--- src/rtl/cpu_core.sv ---
// 16-bit multicycle CPU core: FETCH -> DECODE -> EXEC (-> WB for loads) with an external stall counter.
// Shares a dual-port memory with a sibling core; undefined opcodes halt the core until reset.
module cpu_core #(
    parameter int unsigned NREGS = 16
) (
    input  logic        clk,
    input  logic        reset,
    output logic        halt,
    input  logic [16:0] pc_passed,
    input  logic [2:0]  stall_num,
    output logic [15:0] pc,
    input  logic [15:0] rdata0,
    output logic [15:0] raddr1,
    input  logic [16:0] rdata1,
    output logic        wen,
    output logic [14:0] waddr,
    output logic [15:0] wdata,
    output logic [2:0]  pauseResume,
    input  logic        debug
);

    localparam int unsigned XLEN = 16;
    localparam int unsigned RIDX = 4;
    localparam int unsigned SCW  = 3;

    typedef enum logic [2:0] {
        S_FETCH  = 3'd0,
        S_DECODE = 3'd1,
        S_EXEC   = 3'd2,
        S_WB     = 3'd3,
        S_HALTED = 3'd4
    } state_t;

    state_t              r_state;
    logic [XLEN-1:0]     r_pc;
    logic [XLEN-1:0]     r_regs [NREGS];
    logic [SCW-1:0]      r_stall_cnt;
    logic                r_halt;
    logic [XLEN-1:0]     r_raddr1;
    logic                r_wen;
    logic [14:0]         r_waddr;
    logic [XLEN-1:0]     r_wdata;
    logic [2:0]          r_pr;

    // Decoded instruction held from DECODE into EXEC/WB
    logic                r_wr_en;
    logic [RIDX-1:0]     r_wr_idx;
    logic [XLEN-1:0]     r_wr_val;
    logic                r_jmp;
    logic [XLEN-1:0]     r_jmp_tgt;
    logic                r_undef;
    logic                r_is_ld;

    logic [3:0]          w_op;
    logic [RIDX-1:0]     w_ra_idx;
    logic [RIDX-1:0]     w_rb_idx;
    logic [RIDX-1:0]     w_rt_idx;
    logic [7:0]          w_imm;
    logic [XLEN-1:0]     w_ra;
    logic [XLEN-1:0]     w_rb;
    logic [XLEN-1:0]     w_rt;
    logic                w_wr_en;
    logic [XLEN-1:0]     w_wr_val;
    logic                w_jmp;
    logic                w_ld;
    logic                w_st;
    logic                w_pr;
    logic                w_undef;
    logic                w_freeze;
    logic                w_unused;

    assign w_op     = rdata0[15:12];
    assign w_ra_idx = rdata0[11:8];
    assign w_rb_idx = rdata0[7:4];
    assign w_rt_idx = rdata0[3:0];
    assign w_imm    = rdata0[11:4];

    // Register 0 is hardwired to zero on every read port
    assign w_ra = (w_ra_idx == '0) ? '0 : r_regs[w_ra_idx];
    assign w_rb = (w_rb_idx == '0) ? '0 : r_regs[w_rb_idx];
    assign w_rt = (w_rt_idx == '0) ? '0 : r_regs[w_rt_idx];

    assign w_freeze = (r_state != S_HALTED) && ((r_stall_cnt != '0) || (stall_num != '0));
    assign w_unused = &{1'b0, debug, pc_passed[16], rdata1[16]};

    assign pc          = r_pc;
    assign halt        = r_halt;
    assign raddr1      = r_raddr1;
    assign wen         = r_wen;
    assign waddr       = r_waddr;
    assign wdata       = r_wdata;
    assign pauseResume = r_pr;

    always_comb begin
        w_wr_en  = 1'b0;
        w_wr_val = '0;
        w_jmp    = 1'b0;
        w_ld     = 1'b0;
        w_st     = 1'b0;
        w_pr     = 1'b0;
        w_undef  = 1'b0;
        case (w_op)
            4'h0: begin
                w_wr_en  = 1'b1;
                w_wr_val = w_ra - w_rb;
            end
            4'h8: begin
                w_wr_en  = 1'b1;
                w_wr_val = {{8{w_imm[7]}}, w_imm};
            end
            4'h9: begin
                w_wr_en  = 1'b1;
                w_wr_val = {w_imm, w_rt[7:0]};
            end
            4'hD: w_pr = 1'b1;
            4'hE: begin
                case (w_rb_idx)
                    4'h0:    w_jmp   = (w_ra == '0);
                    4'h1:    w_jmp   = (w_ra != '0);
                    4'h2:    w_jmp   = w_ra[XLEN-1];
                    4'h3:    w_jmp   = !w_ra[XLEN-1];
                    default: w_undef = 1'b1;
                endcase
            end
            4'hF: begin
                case (w_rb_idx)
                    4'h0:    w_ld    = 1'b1;
                    4'h1:    w_st    = 1'b1;
                    default: w_undef = 1'b1;
                endcase
            end
            default: w_undef = 1'b1;
        endcase
    end

    always_ff @(posedge clk) begin
        if (reset) begin
            r_state     <= S_FETCH;
            r_pc        <= pc_passed[XLEN-1:0];
            r_stall_cnt <= '0;
            r_halt      <= 1'b0;
            r_raddr1    <= '0;
            r_wen       <= 1'b0;
            r_waddr     <= '0;
            r_wdata     <= '0;
            r_pr        <= '0;
            r_wr_en     <= 1'b0;
            r_wr_idx    <= '0;
            r_wr_val    <= '0;
            r_jmp       <= 1'b0;
            r_jmp_tgt   <= '0;
            r_undef     <= 1'b0;
            r_is_ld     <= 1'b0;
            for (int i = 0; i < int'(NREGS); i++) begin
                r_regs[i] <= '0;
            end
        end else if (w_freeze) begin
            // A running count takes priority; a fresh request covers this cycle plus stall_num-1 more
            r_stall_cnt <= (r_stall_cnt != '0) ? r_stall_cnt - SCW'(1) : stall_num - SCW'(1);
        end else begin
            case (r_state)
                S_FETCH: r_state <= S_DECODE;
                S_DECODE: begin
                    r_wr_en   <= w_wr_en;
                    r_wr_idx  <= w_rt_idx;
                    r_wr_val  <= w_wr_val;
                    r_jmp     <= w_jmp;
                    r_jmp_tgt <= w_rt;
                    r_undef   <= w_undef;
                    r_is_ld   <= w_ld;
                    r_halt    <= w_undef;
                    r_wen     <= w_st;
                    r_raddr1  <= w_ld ? {1'b1, w_ra[XLEN-1:1]} : '0;
                    r_pr      <= w_pr ? {1'b1, rdata0[1:0]} : '0;
                    if (w_st) begin
                        r_waddr <= w_ra[XLEN-1:1];
                        r_wdata <= w_rt;
                    end
                    r_state   <= S_EXEC;
                end
                S_EXEC: begin
                    r_wen <= 1'b0;
                    r_pr  <= '0;
                    if (r_undef) begin
                        r_state <= S_HALTED;
                    end else if (r_is_ld) begin
                        r_state <= S_WB;
                    end else begin
                        if (r_wr_en && (r_wr_idx != '0)) begin
                            r_regs[r_wr_idx] <= r_wr_val;
                        end
                        r_pc    <= r_jmp ? r_jmp_tgt : r_pc + XLEN'(2);
                        r_state <= S_FETCH;
                    end
                end
                S_WB: begin
                    if (r_wr_idx != '0) begin
                        r_regs[r_wr_idx] <= rdata1[XLEN-1:0];
                    end
                    r_raddr1 <= '0;
                    r_pc     <= r_pc + XLEN'(2);
                    r_state  <= S_FETCH;
                end
                default: begin
                    r_halt   <= 1'b1;
                    r_wen    <= 1'b0;
                    r_raddr1 <= '0;
                    r_pr     <= '0;
                    r_state  <= S_HALTED;
                end
            endcase
        end
    end

endmodule

--- config.mk ---
export PLATFORM = sky130hd
export DESIGN_NAME = cpu_core
export DESIGN_NICKNAME = d
export VERILOG_FILES = /design/src/rtl/cpu_core.sv
export SDC_FILE = /design/constraint.sdc
export NUM_CORES = 1
export LEC_CHECK = 0
export BUFFER_PORTS_ARGS = -buffer_cell sky130_fd_sc_hd__buf_4
export CAP_MARGIN = 20
export CORE_ASPECT_RATIO = 1.25
export CORE_UTILIZATION = 60
export DETAILED_ROUTE_END_ITERATION = 10
export HOLD_SLACK_MARGIN = 0.02
export PLACE_DENSITY = 0.79
export SLEW_MARGIN = 20
export SYNTH_ARGS = -nofsm -noshare
export SYNTH_HDL_FRONTEND = slang
export SYNTH_SLANG_ARGS = --single-unit
--- constraint.sdc ---
create_clock -name clk -period 6.3 [get_ports clk]
set_clock_uncertainty 0.15 [all_clocks]
set_input_delay 1.26 -clock clk [delete_from_list [all_inputs] [get_ports clk]]
set_output_delay 1.26 -clock clk [all_outputs]
set_load 0.02 [all_outputs]
==> results.md, run 1 <==
- The number of enable-type register cells in the synthesized netlist is 272.
- Routability-driven placement finished with a final weighted congestion of 0.924.
- Summing all multi-input logic gate instances after layout gives 9890 sq um.
- The final layout contains 1897 nets.
- The maximum number of pins on one net before global-route repair is 77.
- nor2_1 is the most common cell in the netlist.
- The net switching fraction of the power is 26.3%.
- Along the worst hold path, the cell count comes to 2.
- The mean instance size in the synthesized netlist is 12.1 sq um.
- The via count of the first global-routing pass was 16221.
- The critical path data arrival time is 5470 ps.
- The cell count after synthesis is 1708.
- In this run, the clock network consumes 37.6% of the power.
- At the later pin of the worst-skew pair, clock insertion delay measures 560 ps.
- The switching power is 1.55 mW.
- The H-tree depth is 2.
- In this run the worst setup path begins at rdata0[9].
- Setup repair after global routing left no endpoint under its margin.
- The startpoint type of the worst setup path is an input port.
- For this design the top-level I/O count stands at 124.
- The floorplan step set the die width to 168 um.
- 0 antenna diodes ended up in the layout.
- The share of the clock period used by the worst path after layout is 82.6%.
- The global-route wire length before repair is 97500 um.
- The internal power is 4.36 mW.
- The cell at the root of the clock tree is clkbuf_16.
- Of all nets on the critical path, the largest fanout is 32.
- By area the synthesized netlist is led by edfxtp_1 40%, mux4_2 23%, dfxtp_1 9.5%.
- Counting flops with an async set or reset pin after synthesis yields a share of 0%.
- After clock tree synthesis, the setup repair step added 0 buffers.
- The fraction of final layout cells sized beyond drive strength 1 is 26.8%.
- In this run the remaining antenna-violating nets after routing total 0.
- By count the netlist is led by 317 x nor2_1, 272 x edfxtp_1, 207 x mux4_2.
- The count of fill cells added during filler insertion is 2239.
- The max-slew violation count is 0.
- The largest voltage drop on the vdd net is 160 uV.
- The non-filler instance count after layout is 2273.
- The average wire per cell in the routed design is 29.0 um.
- The number of DRC markers in iteration 0 is 2608.
- The clock passes through at most 3 buffers.
- The core occupancy in the finished layout is 69.4%.
- The required time of the critical path is 6560 ps.
- For this configuration, the core starts out at a cell density of 61.1%.
- The final wirelength is 65900 um.
- The clock slew at the register clock pins of the worst setup and hold paths is 60 ps.
- The post-placement cell count is 2205.
- The largest total area in the synthesized netlist belongs to edfxtp_1.
- The areal power density over the cells is 252 nW/um^2.
- The number of gates resized after CTS was 0.
- The register share of total power is 46.8%.
- The total number of clock tree sinks is 370.
- The final number of hold-violating endpoints is 0.
- Buffers inserted during clock tree synthesis total 38.
- The peak clock frequency supported by timing is 0.192 GHz.
- For this block, the via count after detailed routing is 16344.
- STA classifies the critical path endpoint as a register.
- The post-cts hold buffer count is 0.
- Detailed placement ended at an HPWL of 43100 um.
- The clock period could shrink to 5200 ps.
- Registers take 10100 sq um.
- Of the post-synthesis cell area, the dominant cell type holds 39.7%.
- The number of detailed-route iterations in the first pass is 6.
- At the pin with the least slew margin, the transition time is 1200 ps.
- For this run, design rule violations remaining after detail routing come to 0.
- The summed instance area of the synthesized netlist is 20600 sq um.
- In this run the critical register-to-register path is launched from r_regs[8][0]$_SDFFCE_PN0P_.
- In this run the static leakage power is 8.35 nW.
- The synthesized netlist contains 57 unique library cells.
- Among all flip-flop cells after synthesis, the most frequent one is edfxtp_1.
- The overall global routing resource usage is 38.1%.
- The vertical die dimension is 209 um.
- The die covers 35100 sq um.
- Dividing the detail-routed via count by the number of cells gives 7.19.
- The core outline area is 33700 sq um.
- Setup violations remaining at the end of the flow were counted as 0.
- During synthesis, Yosys emitted a total of 0 warnings.
- The overflow left after global routing is 0.
- The number of violations of the max-capacitance limit is 0.
- The CTS tree is yes.
- Combinational logic burns 15.6% of the power.
- Counting cells, the worst reg-to-reg path comes to 15.
- The run finished with clean final reports.
- In this run, synthesis produced a sequential element count of 370.
- Sequential elements use 49.2% of the synthesized area.
- The initial antenna violation count is 1.
- The path class of the tightest hold or removal check is reg -> reg.
- Row generation in the floorplan step produced 75 rows.
- In this run the most critical hold path is launched from r_jmp_tgt[9]$_SDFFE_PP0P_.
- The number of port buffers is 120.
- The worst setup path is of the in -> reg kind.
- Measured against its own limit, the worst slew margin works out to 20.2%.
- The setup total negative slack is 0 ps.
- The area growth from synthesis to layout is 13.6%.
==> area by class of cell <==
type / instances / area share (%)
Clock buffer: 45 / 4.54
Tap cell: 423 / 2.26
Multi-Input combinational cell: 1190 / 42.3
Timing Repair Buffer: 204 / 6.69
Clock inverter: 22 / 0.626
Inverter: 19 / 0.305
Sequential cell: 370 / 43.3
==> path summary, 6_finish.rpt <==
kind / slack, ps / endpoint
worst max register to register: 1770 / r_wr_val[14]$_SDFFE_PP0P_
worst max-delay path: 1100 / r_wr_val[14]$_SDFFE_PP0P_
worst min register to register: 300 / r_jmp_tgt[9]$_SDFFE_PP0P_
worst min-delay path: 300 / r_jmp_tgt[9]$_SDFFE_PP0P_
==> stage by stage <==
step | cell area [sq um] | setup WS, ps | hold slack, ps | power (mW)
floorplan | 20600 | 620 | 283 | 3.40
global placement | 22200 | 647 | 291 | 3.67
detailed placement | 22200 | 633 | 294 | 3.70
CTS | 23400 | 1210 | 302 | 5.88
global route | 23400 | 964 | 329 | 6.04
finish | 23400 | 1100 | 302 | 5.91
==> power groups by stage <==
stage,Sequential (mW),Clock (mW),Combinational [mW]
CTS,2.76,2.22,0.897
global route,2.77,2.30,0.970
detailed placement,2.81,0,0.891
finish,2.77,2.22,0.922
global placement,2.80,0,0.872
floorplan,2.80,0,0.608
==> worst max-delay path: stages <==
cell,delay [ps]
buf_4,420
mux4_2,400
mux4_2,570
nand2b_1,140
ha_1,170
inv_1,60
fa_1,470
a21oi_1,260
o211ai_1,190
a31oi_1,320
nor2b_1,190
a311o_1,380
o21ai_0,210
a21oi_1,110
o21ai_0,160
o311ai_1,120
==> cells in the final DEF (no fill, tap or decap), types with 16 or more instances in the layout <==
| master | n |
|---|---|
| mux2i_1 | 52 |
| inv_1 | 16 |
| buf_4 | 201 |
| nor2_1 | 317 |
| edfxtp_1 | 272 |
| mux4_2 | 207 |
| nand3_1 | 17 |
| conb_1 | 16 |
| mux2_2 | 21 |
| clkbuf_16 | 42 |
| o21ai_0 | 61 |
| nor2b_1 | 29 |
| dfxtp_1 | 98 |
| ha_1 | 17 |
| nand2_1 | 196 |
| a21oi_1 | 94 |
| a22oi_1 | 17 |
==> layer usage <==
layer | GRT usage, % | vias up | wire length [um] | share of wire [%]
met3 | 11.0 | 444 | 8620 | 13
met4 | 28.7 | 2 | 5780 | 8.8
li1 | - | 6620 | - | -
met2 | 61.8 | 1503 | 31400 | 48
met1 | 42.8 | 7775 | 20100 | 30
met5 | 0 | - | 12 | 0.018
==> sequential cells by signal, summed over array words and instances, names as in the netlist, 3 cells and up <==
signal,cells
wdata,16
r_jmp_tgt,16
r_regs,256
pc,16
pauseResume,3
r_state,3
r_wr_val,16
r_stall_cnt,3
r_wr_idx,4
waddr,15
raddr1,16
==> logic make-up after synthesis <==
kind of cell,Yosys count,synth area share [%]
muxes,280,26.3
adders and majority gates,18,1.13
other,1,0.0182
and+or+nand+nor,616,12.3
AOI/OAI and AO/OA,233,6.71
DFF,370,49.2
xor gates and xnor gates,27,1.15
buffers and inverters,163,3.17
(Power assumes the default switching activity.)
==> run 2: changes to the inputs <==
Settings changed: CORE_UTILIZATION 60 to 56, PLACE_DENSITY 0.79 to 0.77.
Clock period 6.3 ns to 4.2 ns, I/O delays scaled along.
==> run 2 against run 1 <==
Net effect: die area is 7.1% higher; combinational power grew 66%; sequential share of layout area down 1.5 points; hold slack better by 0.96 ps; largest cell class unchanged; largest power group unchanged.
==> results.md, run 2 (same netlist as run 1, synthesis figures left out) <==
- The worst reg2reg path depth is 16 (+1).
- The category of the critical setup timing path is in -> reg.
- In this run the most critical hold path is launched from r_jmp_tgt[13]$_SDFFE_PP0P_.
- The maximum number of pins on one net before global-route repair is 93 (+21%).
- The vertical die dimension is 216 um (+3.5%).
- The post-CTS setup buffer count was 0 (unchanged).
- The cell at the root of the clock tree is clkbuf_16.
- The worst hold endpoint is r_jmp_tgt[13]$_SDFFE_PP0P_.
- The leading cell type in the layout, fill and taps excluded is nor2_1.
- The static leakage power was 8.79 nW (+5.3%).
- The combined area of the multi-input logic cells is 9900 sq um (+0.10%).
- The reg2reg setup slack is 290 ps (-1480 ps).
- STA classifies the critical path startpoint as an input port.
- The number of cells on the worst hold path came to 2 (unchanged).
- The top-level port count came to 124 (unchanged).
- The clock slew at the register clock pins of the worst setup and hold paths came to 60 ps (about the same).
- The post-placement cell count is 2350 (+6.6%).
- The placed wire-length estimate after detailed placement is 45900 um (+6.5%).
- The number of flip-flops under the largest register name is 256 (unchanged).
- The weighted congestion reported at the end of routability-driven placement was 0.959 (+3.7%).
- The initial antenna violation count came to 0 (-1).
- The number of buffers on the longest clock path is 3 (unchanged).
- The setup total negative slack is 0 ps (unchanged).
- The run finished with clean final reports.
- The max-slew violation count came to 0 (unchanged).
- The number of buffers created by CTS came to 36 (-5.3%).
- The share of the clock period used by the worst path after layout is 95.3%.
- The detailed-route vias per instance is 6.82 (-5.2%).
- The non-filler instance count after layout is 2413 (+6.2%).
- The global-route wire length before repair is 101000 um (+3.3%).
- In this run the worst hold path is classified as reg -> reg.
- The count of fill cells added during filler insertion is 2517 (+12%).
- The overflow left after global routing is 0 (unchanged).
- For this run, the top clock speed supported by timing is 0.250 GHz.
- The average wire per cell in the routed design came to 28.2 um (-2.8%).
- The number of vias in the routed layout is 16451 (+0.65%).
- The final number of hold-violating endpoints is 0 (unchanged).
- The required time of the critical path is 4440 ps (-2120 ps).
- The number of placement rows was 78 (+4.0%).
- The post-route minimum period is 4000 ps.
- The count of antenna-violating nets left after detailed routing came to 0 (unchanged).
- The most critical setup path has its startpoint at rdata0[8].
- The final instance area is 24200 sq um (+3.5%).
- The internal power is 6.67 mW (+53%).
- The clock power share came to 36.9% (-0.7 points).
- The number of detailed-route iterations in the first pass is 8 (+2).
- The via count of the first global-routing pass is 16596 (+2.3%).
- The number of gates resized after CTS is 0 (unchanged).
- The area growth from synthesis to layout is 17.6%.
- The final wirelength came to 68000 um (+3.2%).
- The worst-skew pair later-pin latency came to 550 ps (about the same).
- The worst-path maximum fanout was 9 (-72%).
- The areal power density over the cells came to 372 nW/um^2 (+47%).
- The net switching fraction of the power is 25.9% (-0.33 points).
- The full die area is 37500 sq um (+7.1%).
- The number of nets in the final layout is 1982 (+4.5%).
- The fraction of final layout cells sized beyond drive strength 1 is 30.3% (+3.5 points).
- The register with the highest flop count is r_regs.
- The post-cts hold buffer count came to 0 (unchanged).
- The number of DRC markers in iteration 0 is 2189 (-16%).
- The count of antenna diodes in the layout is 0 (unchanged).
- Leaving out fill and tap cells, the most frequent cells in the layout are 317 x nor2_1, 278 x buf_4, 272 x edfxtp_1.
- The horizontal die dimension is 174 um (+3.5%).
- The register share of total power is 46.1% (-0.7 points).
- The largest voltage drop on the vdd net was 277 uV (+73%).
- The worst flop-to-flop path startpoint is r_regs[7][0]$_SDFFCE_PN0P_.
- The DRC violation count after routing is 0 (unchanged).
- The part of the power in combinational logic is 17.0% (+1.4 points).
- The number of violations of the max-capacitance limit was 0 (unchanged).
- The slew at the pin closest to its max-slew limit is 958 ps (-239 ps).
- The switching power was 2.33 mW (+50%).
- The core outline area is 36300 sq um (+7.8%).
- The critical path data arrival time came to 4240 ps (-1230 ps).
- The worst flop-to-flop path endpoint is r_wr_val[14]$_SDFFE_PP0P_.
- The CTS tree is yes.
- The number of setup violations in the final report is 0 (unchanged).
- The total number of clock tree sinks is 370 (unchanged).
- The overall global routing resource usage is 36.6% (-1.6 points).
- The initial standard-cell utilization of the core is 56.7% (-4.4 points).
- The worst setup path is captured at a register.
- The worst relative slew slack is 36.1% (+16 points).
- The instance area after placement is 23000 sq um (+3.9%).
- The H-tree depth is 2 (unchanged).
- The core occupancy in the finished layout is 66.7% (-2.7 points).
- Setup repair after global routing left no endpoint under its margin.
- The flip-flop and latch area came to 10100 sq um (unchanged).
- The number of port buffers is 120 (unchanged).
-- run 2: cell types whose count changed in the layout (fill, tap and decap cells not counted), sizes merged --
cell,previous run,this run
clkinv,18,11
inv,22,21
bufinv,1,3
buf,204,291
clkbuf,45,47
-- run 2: cell type report --
type / instances / area share (%)
repair buffers: 291 / 9.64
well taps: 480 / 2.48
flip-flops and latches: 370 / 41.8
clock inverters: 16 / 0.744
multi-input cells: 1190 / 40.9
inverters: 19 / 0.294
clock buffers: 47 / 4.15
-- run 2: how the worst max path moves through the flow --
stage / cells after the start / to
2_1_floorplan: 18 / r_wr_val[14]$_SDFFE_PP0P_
3_3_place_gp: 15 / r_wr_val[12]$_SDFFE_PP0P_
3_5_place_dp: 15 / r_wr_val[12]$_SDFFE_PP0P_
4_1_cts: 15 / r_wr_val[12]$_SDFFE_PP0P_
5_1_grt: 17 / r_wr_val[12]$_SDFFE_PP0P_
6_report: 14 / r_wr_val[13]$_SDFFE_PP0P_
-- run 2: metal layers --
metal,global-route usage (%),share of wire [%]
met5,0,0
met2,60.8,49
met1,41.5,32
met4,27.8,8.4
met3,7.91,11
-- run 2: stage by stage --
stage	total power [mW]	hold WS (ps)	setup slack, ps
finish	9.00	303	197
global route	9.21	324	24.8
CTS	8.96	304	66.4
detailed placement	5.71	295	-482
global placement	5.66	291	-441
floorplan	5.13	283	-157
-- run 2: power by group through the flow --
stage	combinational [mW]	sequential, mW	clock, mW
finish	1.53	4.15	3.32
global route	1.61	4.16	3.44
CTS	1.50	4.15	3.32
detailed placement	1.49	4.22	0
global placement	1.46	4.20	0
floorplan	0.936	4.19	0
-- run 2: worst max-delay path, stage by stage --
cell      delay, ps
buf_6           150
buf_4           260
mux4_2          570
mux4_2          560
ha_1            280
nor4_1          430
a211oi_1        140
buf_4           170
o21ai_1         180
a21oi_1         130
buf_4           160
o22ai_1         130
xor2_1          160
o22ai_1          80
==> run 3: changes to the inputs <==
Settings changed: CORE_UTILIZATION 56 to 60, PLACE_DENSITY 0.77 to 0.79, SLEW_MARGIN 20 to default.
Clock period 4.2 ns to 4.7 ns, I/O delays scaled along.
==> run 3 against run 2 <==
Net effect: sequential cell count did not move; final cell count fell by 2.7%; hold slack worse by 1.4 ps; wire length is 7.9% lower; via count down 1.2%; combinational power fell by 13%; first-iteration DRC count increased by 16%; register-to-register slack improved by 90 ps; sequential power decreased by 11%; utilization grew 4.8 points; clock power decreased by 6.0%; largest power group unchanged.
==> results.md, run 3 (same netlist as run 1, synthesis figures left out) <==
- The reg2reg setup slack was 380 ps (+90 ps).
- The worst flop-to-flop path endpoint is r_wr_val[14]$_SDFFE_PP0P_.
- The final number of hold-violating endpoints was 0 (unchanged).
- The detailed-route vias per instance is 6.92 (+1.6%).
- The run finished with clean final reports.
- The max-slew violation count was 0 (unchanged).
- The core outline area was 33700 sq um (-7.2%).
- The horizontal die dimension is 168 um (-3.4%).
- The number of nets in the final layout is 1970 (-0.61%).
- The worst relative slew slack is 27.5% (-8.6 points).
- The number of gates resized after CTS is 0 (unchanged).
- The category of the critical setup timing path is in -> reg.
- The post-CTS setup buffer count is 0 (unchanged).
- The maximum number of pins on one net before global-route repair is 70 (-25%).
- The initial standard-cell utilization of the core is 61.1% (+4.4 points).
- The static leakage power is 8.76 nW (-0.44%).
- The number of buffers on the longest clock path came to 3 (unchanged).
- The post-placement cell count was 2279 (-3.0%).
- The slew at the pin closest to its max-slew limit came to 1080 ps (+126 ps).
- Setup repair after global routing left no endpoint under its margin.
- In the layout the commonest cells are 317 x nor2_1, 272 x edfxtp_1, 271 x buf_4.
- The total power consumption of the routed design was 8.17 mW (-9.3%).
- The worst-skew pair later-pin latency is 550 ps (about the same).
- The placed wire-length estimate after detailed placement was 44500 um (-3.0%).
- The weighted congestion reported at the end of routability-driven placement is 0.942 (-1.7%).
- The top-level port count is 124 (unchanged).
- The share of the clock period used by the worst path after layout is 96.0%.
- The peak clock frequency supported by timing is 0.222 GHz.
- The startpoint identified for the worst register-to-register timing path is r_regs[15][0]$_SDFFCE_PN0P_.
- The non-filler instance count after layout came to 2347 (-2.7%).
- The startpoint type of the worst setup path is an input port.
- The final wirelength is 62700 um (-7.9%).
- The global-route wire length before repair came to 95000 um (-5.6%).
- The overall global routing resource usage came to 36.3% (-0.24 points).
- The endpoint class of the critical path is a register.
- The count of fill cells added during filler insertion is 2185 (-13%).
- The number of flip-flops under the largest register name is 256 (unchanged).
- The number of port buffers was 120 (unchanged).
- The critical path data arrival time is 4830 ps (+590 ps).
- The worst hold endpoint is r_jmp_tgt[13]$_SDFFE_PP0P_.
- The full die area is 35100 sq um (-6.6%).
- The fraction of final layout cells sized beyond drive strength 1 is 29.8% (-0.41 points).
- The worst-path maximum fanout is 15 (+6).
- Compared with the post-synthesis result, the final layout area differs by 16.9%.
- Ranked by flip-flop count, first place goes to r_regs.
- The via count of the first global-routing pass is 16160 (-2.6%).
- The clock slew at the register clock pins of the worst setup and hold paths is 60 ps (about the same).
- The number of buffers created by CTS came to 37 (+2.8%).
- The largest voltage drop on the vdd net is 217 uV (-22%).
- The initial antenna violation count came to 2 (+2).
- The pre-CTS setup slack was -300 ps (+182 ps).
- CTS placed an instance of clkbuf_16 at the clock tree root.
- The number of setup violations in the final report is 0 (unchanged).
- The smallest clock period supported by the final layout is computed as 4510 ps.
- The H-tree depth is 2 (unchanged).
- In this run the worst hold path is classified as reg -> reg.
- TritonCTS built the clock tree.
- The number of cells on the worst hold path was 2 (unchanged).
- The count of antenna-violating nets left after detailed routing is 0 (unchanged).
- The number of DRC markers in iteration 0 is 2531 (+16%).
- The worst reg2reg path depth is 16 (unchanged).
- The number of vias in the routed layout is 16252 (-1.2%).
- The number of violations of the max-capacitance limit came to 0 (unchanged).
- The source of the worst hold timing path is r_jmp_tgt[13]$_SDFFE_PP0P_.
- The number of detailed-route iterations in the first pass is 6 (-2).
- The areal power density over the cells is 339 nW/um^2 (-8.7%).
- The overflow left after global routing was 0 (unchanged).
- The DRC violation count after routing is 0 (unchanged).
- The library cell used most frequently in the layout, excluding fill and tap cells, is nor2_1.
- The required time of the critical path was 5020 ps (+580 ps).
- The average wire per cell in the routed design is 26.7 um (-5.3%).
- The vertical die dimension is 209 um (-3.4%).
- The post-cts hold buffer count was 0 (unchanged).
- The total number of clock tree sinks is 370 (unchanged).
- The number of placement rows is 75 (-3.8%).
- The worst setup slack after layout is 190 ps (-7.04 ps).
- The core occupancy in the finished layout is 71.5% (+4.8 points).
[run 3: cell count changes in the layout (fill, tap and decap cells not counted), sizes merged]
cell / delta
inv: -4
clkbuf: +2
clkinvlp: +1
diode: +1
clkinv: +4
buf: -13
[run 3: report_power, final]
part	switching [mW]	internal (mW)	total, mW
sequential	0.101	3.61	3.71
combinational	0.699	0.635	1.33
clock	1.28	1.83	3.12
[run 3: layout make-up]
class,count,area (sq um),share of cell area (%)
sequential,370,10100,42.1
multi-input combinational,1190,9890,41.1
timing repair buffer,278,2180,9.06
clock buffer,49,1120,4.64
tap,423,529,2.20
clock inverter,17,159,0.660
inverter,19,71.3,0.296
antenna,1,2.50,0.0104
[run 3: how the worst max path moves through the flow]
stage | startpoint | to | slack [ps] | depth (start not counted)
floorplan | rdata0[8] | r_wr_val[14]$_SDFFE_PP0P_ | 1 | 18
global placement | rdata0[8] | r_wr_val[14]$_SDFFE_PP0P_ | -300 | 17
detailed placement | rdata0[8] | r_wr_val[14]$_SDFFE_PP0P_ | -300 | 17
CTS | rdata0[8] | r_wr_val[14]$_SDFFE_PP0P_ | 250 | 17
global route | rdata0[8] | r_wr_val[12]$_SDFFE_PP0P_ | 30 | 18
finish | rdata0[8] | r_wr_val[12]$_SDFFE_PP0P_ | 190 | 18
[run 3: layer usage]
layer	wire length (um)	track usage [%]	part of all wire (%)
met3	7030	7.54	11
met2	31500	61.6	50
met5	18	0	0.029
met4	3690	20.2	5.9
met1	20400	43.4	33
[run 3: metrics by stage]
step | TNS [ps] | instance area, sq um | hold WS [ps]
after floorplan | 0 | 20700 | 283
after global placement | -1140 | 22800 | 293
after detailed placement | -1240 | 22800 | 294
after CTS | 0 | 24000 | 302
after global routing | 0 | 24100 | 330
final | 0 | 24100 | 301
[run 3: critical path, cell delays in order]
cell      delay, ps
buf_4           170
buf_4           300
buf_4           200
mux2i_1         230
a21oi_1         170
mux4_2          570
ha_1            370
a21oi_2          80
o211ai_1        280
a31oi_1         150
buf_4           160
nor2b_1         350
buf_4           190
a221oi_1         70
nor2_1          140
xor2_1          170
a21oi_1          80
nor3_1          200
